File: src/rtl/uart_pkg.sv
// Shared types and constants for the UART transmitter slice.
package uart_pkg;

    typedef enum logic {
        IDLE,
        TRANSMIT
    } state_t;

    localparam int unsigned BAUD_DIV_DEFAULT = 2604;
    localparam int unsigned FRAME_LEN        = 10;
    localparam int unsigned BAUD_CNT_W       = 12;

endpackage

File: src/rtl/uart_baud_gen.sv
// Loadable baud down-counter; tick marks the last clock of each bit period.
module uart_baud_gen
    import uart_pkg::*;
#(
    parameter int unsigned BAUD_DIV = BAUD_DIV_DEFAULT
) (
    input  logic clk,
    input  logic rst_n,
    input  logic en,
    input  logic load,
    output logic tick
);

    localparam logic [BAUD_CNT_W-1:0] Reload = BAUD_CNT_W'(BAUD_DIV - 1);

    logic [BAUD_CNT_W-1:0] cnt_q;

    assign tick = en && (cnt_q == '0);

    always_ff @(posedge clk) begin
        if (!rst_n) begin
            cnt_q <= '0;
        end else if (load || tick) begin
            cnt_q <= Reload;
        end else if (en) begin
            cnt_q <= cnt_q - BAUD_CNT_W'(1);
        end
    end

endmodule

File: src/rtl/uart_tx.sv
// 8N1 UART transmitter with a one-deep holding register for gap-free streaming.
module uart_tx
    import uart_pkg::*;
#(
    parameter int unsigned BAUD_DIV = BAUD_DIV_DEFAULT
) (
    input  logic       clk,
    input  logic       rst_n,
    input  logic       trmt,
    input  logic [7:0] tx_data,
    output logic       TX,
    output logic       tx_rdy,
    output logic       tx_done
);

    localparam logic [3:0] LastBit = 4'(FRAME_LEN - 1);

    state_t     state_q;
    logic       tx_q;
    logic       rdy_q;
    logic       done_q;
    logic [7:0] hold_q;
    logic [8:0] shift_q;
    logic [3:0] bit_cnt_q;

    logic tick;
    logic frame_end;
    logic load;

    always_comb begin
        frame_end = (state_q == TRANSMIT) && tick && (bit_cnt_q == LastBit);
        // A new frame starts from idle, or straight out of a finishing frame.
        load = ((state_q == IDLE) && trmt) || (frame_end && (!rdy_q || trmt));
    end

    uart_baud_gen #(
        .BAUD_DIV(BAUD_DIV)
    ) u_baud_gen (
        .clk  (clk),
        .rst_n(rst_n),
        .en   (state_q == TRANSMIT),
        .load (load),
        .tick (tick)
    );

    always_ff @(posedge clk) begin
        if (!rst_n) begin
            state_q   <= IDLE;
            tx_q      <= 1'b1;
            rdy_q     <= 1'b1;
            done_q    <= 1'b0;
            hold_q    <= '0;
            shift_q   <= '1;
            bit_cnt_q <= '0;
        end else begin
            done_q <= 1'b0;
            case (state_q)
                IDLE: begin
                    tx_q <= 1'b1;
                    if (trmt) begin
                        shift_q   <= {1'b1, tx_data};
                        tx_q      <= 1'b0;
                        bit_cnt_q <= '0;
                        state_q   <= TRANSMIT;
                    end
                end
                TRANSMIT: begin
                    if (frame_end) begin
                        done_q    <= 1'b1;
                        bit_cnt_q <= '0;
                        if (!rdy_q) begin
                            shift_q <= {1'b1, hold_q};
                            tx_q    <= 1'b0;
                            rdy_q   <= 1'b1;
                        end else if (trmt) begin
                            shift_q <= {1'b1, tx_data};
                            tx_q    <= 1'b0;
                        end else begin
                            tx_q    <= 1'b1;
                            state_q <= IDLE;
                        end
                    end else begin
                        if (tick) begin
                            // Stop bit shifts in from the top behind the data bits.
                            tx_q      <= shift_q[0];
                            shift_q   <= {1'b1, shift_q[8:1]};
                            bit_cnt_q <= bit_cnt_q + 4'd1;
                        end
                        if (trmt && rdy_q) begin
                            hold_q <= tx_data;
                            rdy_q  <= 1'b0;
                        end
                    end
                end
                default: begin
                    state_q   <= IDLE;
                    tx_q      <= 1'b1;
                    rdy_q     <= 1'b1;
                    bit_cnt_q <= '0;
                end
            endcase
        end
    end

    assign TX      = tx_q;
    assign tx_rdy  = rdy_q;
    assign tx_done = done_q;

endmodule

File: config.mk
export PLATFORM = sky130hd
export DESIGN_NAME = uart_tx
export DESIGN_NICKNAME = d
export VERILOG_FILES = /design/src/rtl/uart_pkg.sv /design/src/rtl/uart_baud_gen.sv /design/src/rtl/uart_tx.sv
export SDC_FILE = /design/constraint.sdc
export NUM_CORES = 1
export LEC_CHECK = 0
export BUFFER_PORTS_ARGS = -buffer_cell sky130_fd_sc_hd__buf_2
export CORE_UTILIZATION = 50
export CTS_CLUSTER_SIZE = 30
export DETAILED_ROUTE_END_ITERATION = 8
export MAX_ROUTING_LAYER = met4
export PLACE_DENSITY_LB_ADDON = 0.12
export SETUP_SLACK_MARGIN = 0.4
export SYNTH_ARGS = -nofsm -noshare
export SYNTH_HDL_FRONTEND = slang
export SYNTH_SLANG_ARGS = --single-unit
File: constraint.sdc
create_clock -name clk -period 4.6 [get_ports clk]
set_input_delay 0.92 -clock clk [delete_from_list [all_inputs] [get_ports clk]]
set_output_delay 0.92 -clock clk [all_outputs]
set_load 0.05 [all_outputs]
Word level (Yosys, flattened, before mapping). Cells that the tools add are included.

Multiplexer cells: 23. Bitwise gates (word level): 3. Equal/unequal tests: 3. Add/subtract/negate cells: 2. Reductions and logical operators: 18.

Operators by type and width (number): 2-to-1 mux 9 bit (4); 2-to-1 mux 12 bit (2); one-hot mux 9 bit (2 select lines) (1); zero test 12 bit (1); 2-to-1 mux 4 bit (3); subtractor 12 x 1 -> 12 bit (second input constant) (1); 2-to-1 mux 1 bit (10); one-hot mux 4 bit (2 select lines) (1); logical AND 1 bit (6); AND reduction 2 bit (3); adder 4 x 1 -> 4 bit (second input constant) (1); == test 4 bit (second input constant) (1); one-hot mux 1 bit (2 select lines) (2); nonzero test 2 bit (2); logical OR 1 bit (3); != test 3 x 1 -> 1 bit (second input constant) (1); inverter 1 bit (3); AND reduction 3 bit (1); != test 2 bit (second input constant) (1); OR reduction 2 bit (1); zero test 1 bit (1).

Flip-flop bits (word level): 37. Logic and storage cells: 58.

Logic depth before layout (Yosys ltp). Gate-level depths: netlist of run 1.

Depth after elaboration: 8. Gate-level depth with buffers: 8. Mapped depth without buffers: 7.

Modules after synthesis. Synthesis of run 1 repeated with hierarchy kept, for this count alone.

Cells, all modules: 211. Area total of the unflattened synthesis: 1939.4 um^2.

Modules (own cells, without submodules): uart_tx (area each 1286.2 um^2, cells each 143, times used 1); uart_baud_gen (area each 653.1 um^2, cells each 68, times used 1).

Worst setup path before layout of run 1. No wires, ideal clock.

Kind: input port to flip-flop. Start: input trmt. End: register shift_q[2]. Stages: 5. Setup slack: 2.537 ns. Arrival time: 1.932 ns. Path buffers: 2. Library setup time: 0.132 ns. Cell sequence: clkbuf_1 clkbuf_1 mux2_2 nand2_1 nand3_1.

Cells in the longest elaborated chain, start to end: 4.

Ends and longest elaborated chain: start, declared (line uart_tx.sv:9) `input logic trmt,`; 2-to-1 mux 9 bit *; 2-to-1 mux 9 bit (2 in a row); one-hot mux 9 bit (2 select lines) *; end signal, assigned (line uart_tx.sv:61) `shift_q <= {1'b1, tx_data};`; end signal, assigned (line uart_tx.sv:72) `shift_q <= {1'b1, hold_q};`; end signal, assigned (line uart_tx.sv:76) `shift_q <= {1'b1, tx_data};`; end, declared (line uart_tx.sv:23) `logic [8:0] shift_q;`.

Every way passes the cells marked *; elsewhere a longest branch is shown, timed or not. A chain may end at the register's enable or synchronous reset.

Final worst setup path of run 1.
Start: register u_baud_gen.cnt_q[0]. End: register hold_q[4].

Cells in the longest elaborated chain, start to end: 6.

Ends and longest elaborated chain: start, declared (line uart_baud_gen.sv:16) `logic [BAUD_CNT_W-1:0] cnt_q;`; start signal, assigned (line uart_baud_gen.sv:24) `cnt_q <= Reload;`; start signal, assigned (line uart_baud_gen.sv:26) `cnt_q <= cnt_q - BAUD_CNT_W'(1);`; zero test 12 bit (line uart_baud_gen.sv:18) `assign tick = en && (cnt_q == '0);`; logical AND 1 bit (line uart_baud_gen.sv:18); logical AND 1 bit (2 in a row) (line uart_tx.sv:31) `frame_end = (state_q == TRANSMIT) && tick && (bit_cnt_q == LastBit);`; inverter 1 bit (no line); AND reduction 3 bit (no line); end signal, assigned (line uart_tx.sv:90) `hold_q <= tx_data;`; end, declared (line uart_tx.sv:22) `logic [7:0] hold_q;`.

No other way between the ends.

==> metrics.csv, run 1 <==
stage,metric,value,unit
global_route,number of global-route vias before repair,1392,
timing,final setup violation count,0,
place,Setup WS pre-CTS,2.07,ns
yosys,ys async rst share,0,%
critical_path,critical path data required time,4.79,ns
timing,RSZ-0062 raised after global routing,false,
place,placed cells,260,
clocking,CTS tree,built,
yosys,Yosys top cell by area,dfxtp_1,
drt,# DRC,0,
drt,Vias/cell,5.84,
timing,Slew HR,38.0,%
critical_path,Worst setup SP type,register,
critical_path,Worst EP arrival,2.48,ns
clocking,H-Tree Depth,2,
clocking,CTS buffer count,5,
yosys,"Seq/Total Area, Yosys",41.5,%
yosys,number of synthesized flops with an enable pin,0,
drt,DRT Pass-1 Iters,4,
clocking,Clock Sinks,37,
clocking,cts repair resizes,0,
floorplanning,num ports,14,
timing,worst hold slack,0.468,ns
final_layout,Final Util,56.9,%
critical_path,worst-path maximum fanout,16,
floorplanning,initial core utilization,52.7,%
clocking,clk slew on worst S/H paths,0.10,ns
power,Design Power,0.661,mW
power,Worst IR Drop VDD,0.234,mV
floorplanning,num rows,21,
yosys,synth top area cells,"dfxtp_1 41%, nand2_1 7.8%, nand3_1 5.0%",
timing,measured slew at the worst slew-check pin,0.930,ns
timing,Max Clock Freq,437,MHz
drt,ANT nets after route,0,
yosys,Main synth FF type,dfxtp_1,
final_layout,Layout Cells excl Fill,267,
critical_path,crit end category,register,
timing,final worst slack,2.31,ns
yosys,Mapped Avg Cell Area,8.50,sq um
power,leakage power,0.741,nW
place,I/O Buffers,13,
worst_hold_path,Hold Crit Class,register to register,
clocking,clock root buffer,clkbuf_4,
place,placer congestion estimate,0.748,
final_layout,area grow syn2layout,7.99,%
floorplanning,Die ar.,3810,sq um
place,DP Area,1870,sq um
timing,Final Hold Vio Count,0,
yosys,Syn Inst Count,210,
drt,via count,1559,
clocking,clk buf depth,2,
yosys,Yosys warning count,0,
timing,post-route clock period utilization,49.8,%
run,max_cap viols,0,
global_route,largest net degree at the start of global routing,23,
yosys,post-synth cell types,39,
final_layout,antenna cells,0,
drt,drt wl/cell,14.3,um
final_layout,share of layout cells above drive strength 1,16.3,%
drt,Detailed Route WL,3820,um
yosys,Yosys top cell area share,41.5,%
power,Power per Cell Area,343,nW/um^2
clocking,hold buffer count at cts,0,
timing,Post-Route Skew,0.00748,ns
global_route,initial antenna violation count,0,
timing,crit path time final,2.29,ns
yosys,Yosys reg bits,37,
status,outcome,"complete, no violations",
clocking,postcts setup bufs,0,
global_route,gr ovfl total,0,
place,Final HPWL DP,2610,um
yosys,syn_nets,225,
floorplanning,Die Y,61.8,um
yosys,area of the mapped netlist,1790,sq um
timing,setup tns final,0,ns
drt,DRT iter0 DRCs,55,
global_route,first-pass GRT wire length,6340,um
timing,"Slew Viols, Final",0,
final_layout,post-route cell area,1930,sq um
final_layout,most frequent cells in the layout,"37 x dfxtp_1, 37 x nand2_1, 18 x nand3_1, 14 x o21ai_0, 13 x buf_2",
clocking,clk_lat worst skew,0.34,ns
global_route,gr usage total,23.9,%
critical_path,WS Path Type,register to register,
floorplanning,Die X,61.8,um
floorplanning,CORE AREA,3390,sq um
final_layout,layout net count,236,
## path summary, 6_finish.rpt
path / from / end / slack [ns] / depth (start not counted)
hold / removal: hold_q[5] / hold_q[5] / 0.47 / 2
hold reg to reg: hold_q[5] / hold_q[5] / 0.47 / 2
setup reg to reg: u_baud_gen.cnt_q[0] / hold_q[4] / 2.31 / 6
setup / recovery: u_baud_gen.cnt_q[0] / hold_q[4] / 2.31 / 6
## metal layers
layer	global-route usage [%]	vias to the layer above	routed length (um)
li1	-	768	-
met1	27.2	754	1680
met2	39.9	30	1910
met3	8.07	7	160
met4	6.67	0	57
met5	-	-	0
## cell usage after synthesis (all sizes together) (3+ instances only)
library cell  count
and3              3
o21ai            15
nor3             10
nand3            18
a21oi            11
nand4b            3
clkbuf            7
mux2              8
nand2            37
dfxtp            37
ha                4
inv               5
nor4              3
xnor2             7
nor2             12
a221oi            8
## report_power, final
| part | switching [mW] | internal (mW) |
|---|---|---|
| Combinational | 0.0675 | 0.0514 |
| Clock | 0.102 | 0.0722 |
| Sequential | 0.0253 | 0.343 |
| Total | 0.194 | 0.467 |
## sequential cells by signal, indices dropped and copies added, names as in the netlist
register          flops
hold_q                8
bit_cnt_q             4
u_baud_gen.cnt_q     12
tx_rdy                1
TX                    1
shift_q               9
state_q               1
tx_done               1
## cell type report
| class | count | area, sq um |
|---|---|---|
| clock buffers | 7 | 55.1 |
| inverters | 6 | 22.5 |
| flip-flops and latches | 37 | 741 |
| well taps | 46 | 57.6 |
| multi-input cells | 158 | 987 |
| fillers | 303 | 1460 |
| repair buffers | 13 | 65.1 |
## worst max-delay path: stages (launching register included)
cell     delay [ns]
dfxtp_1        0.39
inv_1          0.08
ha_1           0.19
nor4b_2        0.18
and4b_1        0.31
a21oi_1        0.78
o21ai_0        0.21
## cells by family (layout without fill, tap and decap cells)
kind of cell               Yosys count  after routing  synth area share, %
adders and majority gates            4              4                 2.80
xor gates and xnor gates             9              9                 4.42
AOI/OAI and AO/OA                   40             40                 14.3
and+or+nand+nor                     97             97                 28.7
buffers and inverters               15             26                 3.22
DFF                                 37             37                 41.5
muxes                                8              8                 5.05
No activity file was read; power rests on OpenSTA's default activity.
==> run 2, diff against run 1 <==
- clock period: 4.6 -> 1.92 ns (I/O delays scaled with it)
==> metrics.csv, run 2 (synthesis results as in run 1) <==
stage,metric,value,unit
clocking,H-Tree Depth,2,
drt,Vias/cell,5.71,
drt,via count,1679,
floorplanning,initial core utilization,52.7,%
global_route,number of global-route vias before repair,1604,
global_route,largest net degree at the start of global routing,22,
final_layout,"most common cell after layout, fill and taps aside",nand2_1,
final_layout,antenna cells,0,
timing,RSZ-0062 raised after global routing,true,
floorplanning,num rows,21,
timing,final setup violation count,0,
clocking,clk_lat worst skew,0.36,ns
floorplanning,Die X,61.8,um
timing,post-route clock period utilization,90.0,%
timing,crit path time final,1.73,ns
place,Final HPWL DP,2940,um
drt,ANT nets after route,0,
timing,measured slew at the worst slew-check pin,0.569,ns
timing,Post-Route Skew,0.0129,ns
global_route,first-pass GRT wire length,7410,um
timing,final worst slack,0.192,ns
clocking,clk slew on worst S/H paths,0.12,ns
timing,Final Hold Vio Count,0,
timing,"Slew Viols, Final",0,
floorplanning,Die Y,61.8,um
floorplanning,Die ar.,3810,sq um
drt,# DRC,0,
worst_hold_path,Hold Crit Class,input port to register,
final_layout,most frequent cells in the layout,"34 x nand2_1, 30 x dfxtp_1, 17 x buf_4, 12 x buf_2, 10 x nand3_1",
place,Setup WS pre-CTS,0.0514,ns
drt,drt wl/cell,16.2,um
critical_path,crit end category,register,
status,outcome,"complete, no violations",
clocking,CTS buffer count,5,
power,Power per Cell Area,783,nW/um^2
floorplanning,CORE AREA,3390,sq um
critical_path,worst-path maximum fanout,8,
clocking,clk buf depth,2,
global_route,gr ovfl total,0,
final_layout,Biggest register,u_baud_gen.cnt_q,
timing,setup tns final,0,ns
drt,DRT Pass-1 Iters,5,
drt,DRT iter0 DRCs,93,
timing,Max Clock Freq,579,MHz
run,max_cap viols,0,
clocking,hold buffer count at cts,0,
place,placer congestion estimate,0.812,
final_layout,max reg flops,12,
clocking,clock root buffer,clkbuf_4,
place,I/O Buffers,13,
floorplanning,num ports,14,
drt,Detailed Route WL,4750,um
power,Worst IR Drop VDD,0.492,mV
final_layout,layout net count,262,
global_route,gr usage total,27.8,%
critical_path,WS Path Type,register to register,
final_layout,area grow syn2layout,40.1,%
critical_path,critical path data required time,2.17,ns
clocking,CTS tree,built,
global_route,initial antenna violation count,0,
clocking,Clock Sinks,37,
timing,Slew HR,61.8,%
power,leakage power,0.976,nW
critical_path,Worst EP arrival,1.97,ns
final_layout,Largest regs,"u_baud_gen.cnt_q: 12 flops, shift_q: 9 flops, hold_q: 8 flops",
final_layout,share of layout cells above drive strength 1,47.6,%
critical_path,Worst setup SP type,register,
## run 2: worst max-delay path, cell delays in order (launching register included)
cell and delay, ns:
dfxtp_4 0.38, nor4_4 0.37, buf_4 0.19, nand4b_4 0.10
and2_4 0.21, a221oi_2 0.26, nand3_1 0.11
## run 2: layout make-up
type	count	area, sq um
Clock buffer	7	55.1
Clock inverter	1	30.0
Fill cell	233	888
Inverter	6	22.5
Multi-Input combinational cell	158	1280
Sequential cell	37	754
Tap cell	46	57.6
Timing Repair Buffer	39	305
## run 2: per-stage QoR
stage / power, mW / instance area (sq um) / utilization [%] / cells / hold slack [ns]
after floorplan: 1.16 / 1890 / - / 210 / 0.424
after global placement: 1.23 / 2050 / 60.4 / 270 / 0.442
after detailed placement: 1.25 / 2050 / 60.4 / 270 / 0.444
after CTS: 1.92 / 2420 / 71.3 / 293 / 0.267
after global routing: 2.03 / 2500 / 73.8 / 294 / 0.283
final: 1.96 / 2500 / 73.8 / 294 / 0.265
## run 2: routing by layer
metal  wire length [um]  GRT usage (%)  vias up
met5                  0              -        -
met4                 91           12.7        0
met3                149           4.76       10
met2               2430           46.4       37
met1               2080           32.7      813
li1                   -              -      819
## run 2: report_power, final
group	leakage (nW)	switching [mW]	total [mW]	internal (mW)
Clock	0.0455	0.270	0.581	0.311
Sequential	0.306	0.0619	0.887	0.825
Combinational	0.624	0.254	0.489	0.235
## run 2: path summary, 6_finish.rpt
check                                          from          to  slack, ns  cells past startpoint
worst max-delay path            u_baud_gen.cnt_q[4]  shift_q[0]       0.19                      6
worst min-delay path                     tx_data[2]   hold_q[2]       0.26                      3
worst max register to register  u_baud_gen.cnt_q[4]  shift_q[0]       0.19                      6
worst min register to register            hold_q[4]   hold_q[4]       0.48                      2
## run 2: what timing repair did
action                                  4_1_cts  5_1_grt
gates resized for setup                      44       23
buffers inserted                             15        1
pin swaps                                    27       12
endpoints found under the setup margin       31       38
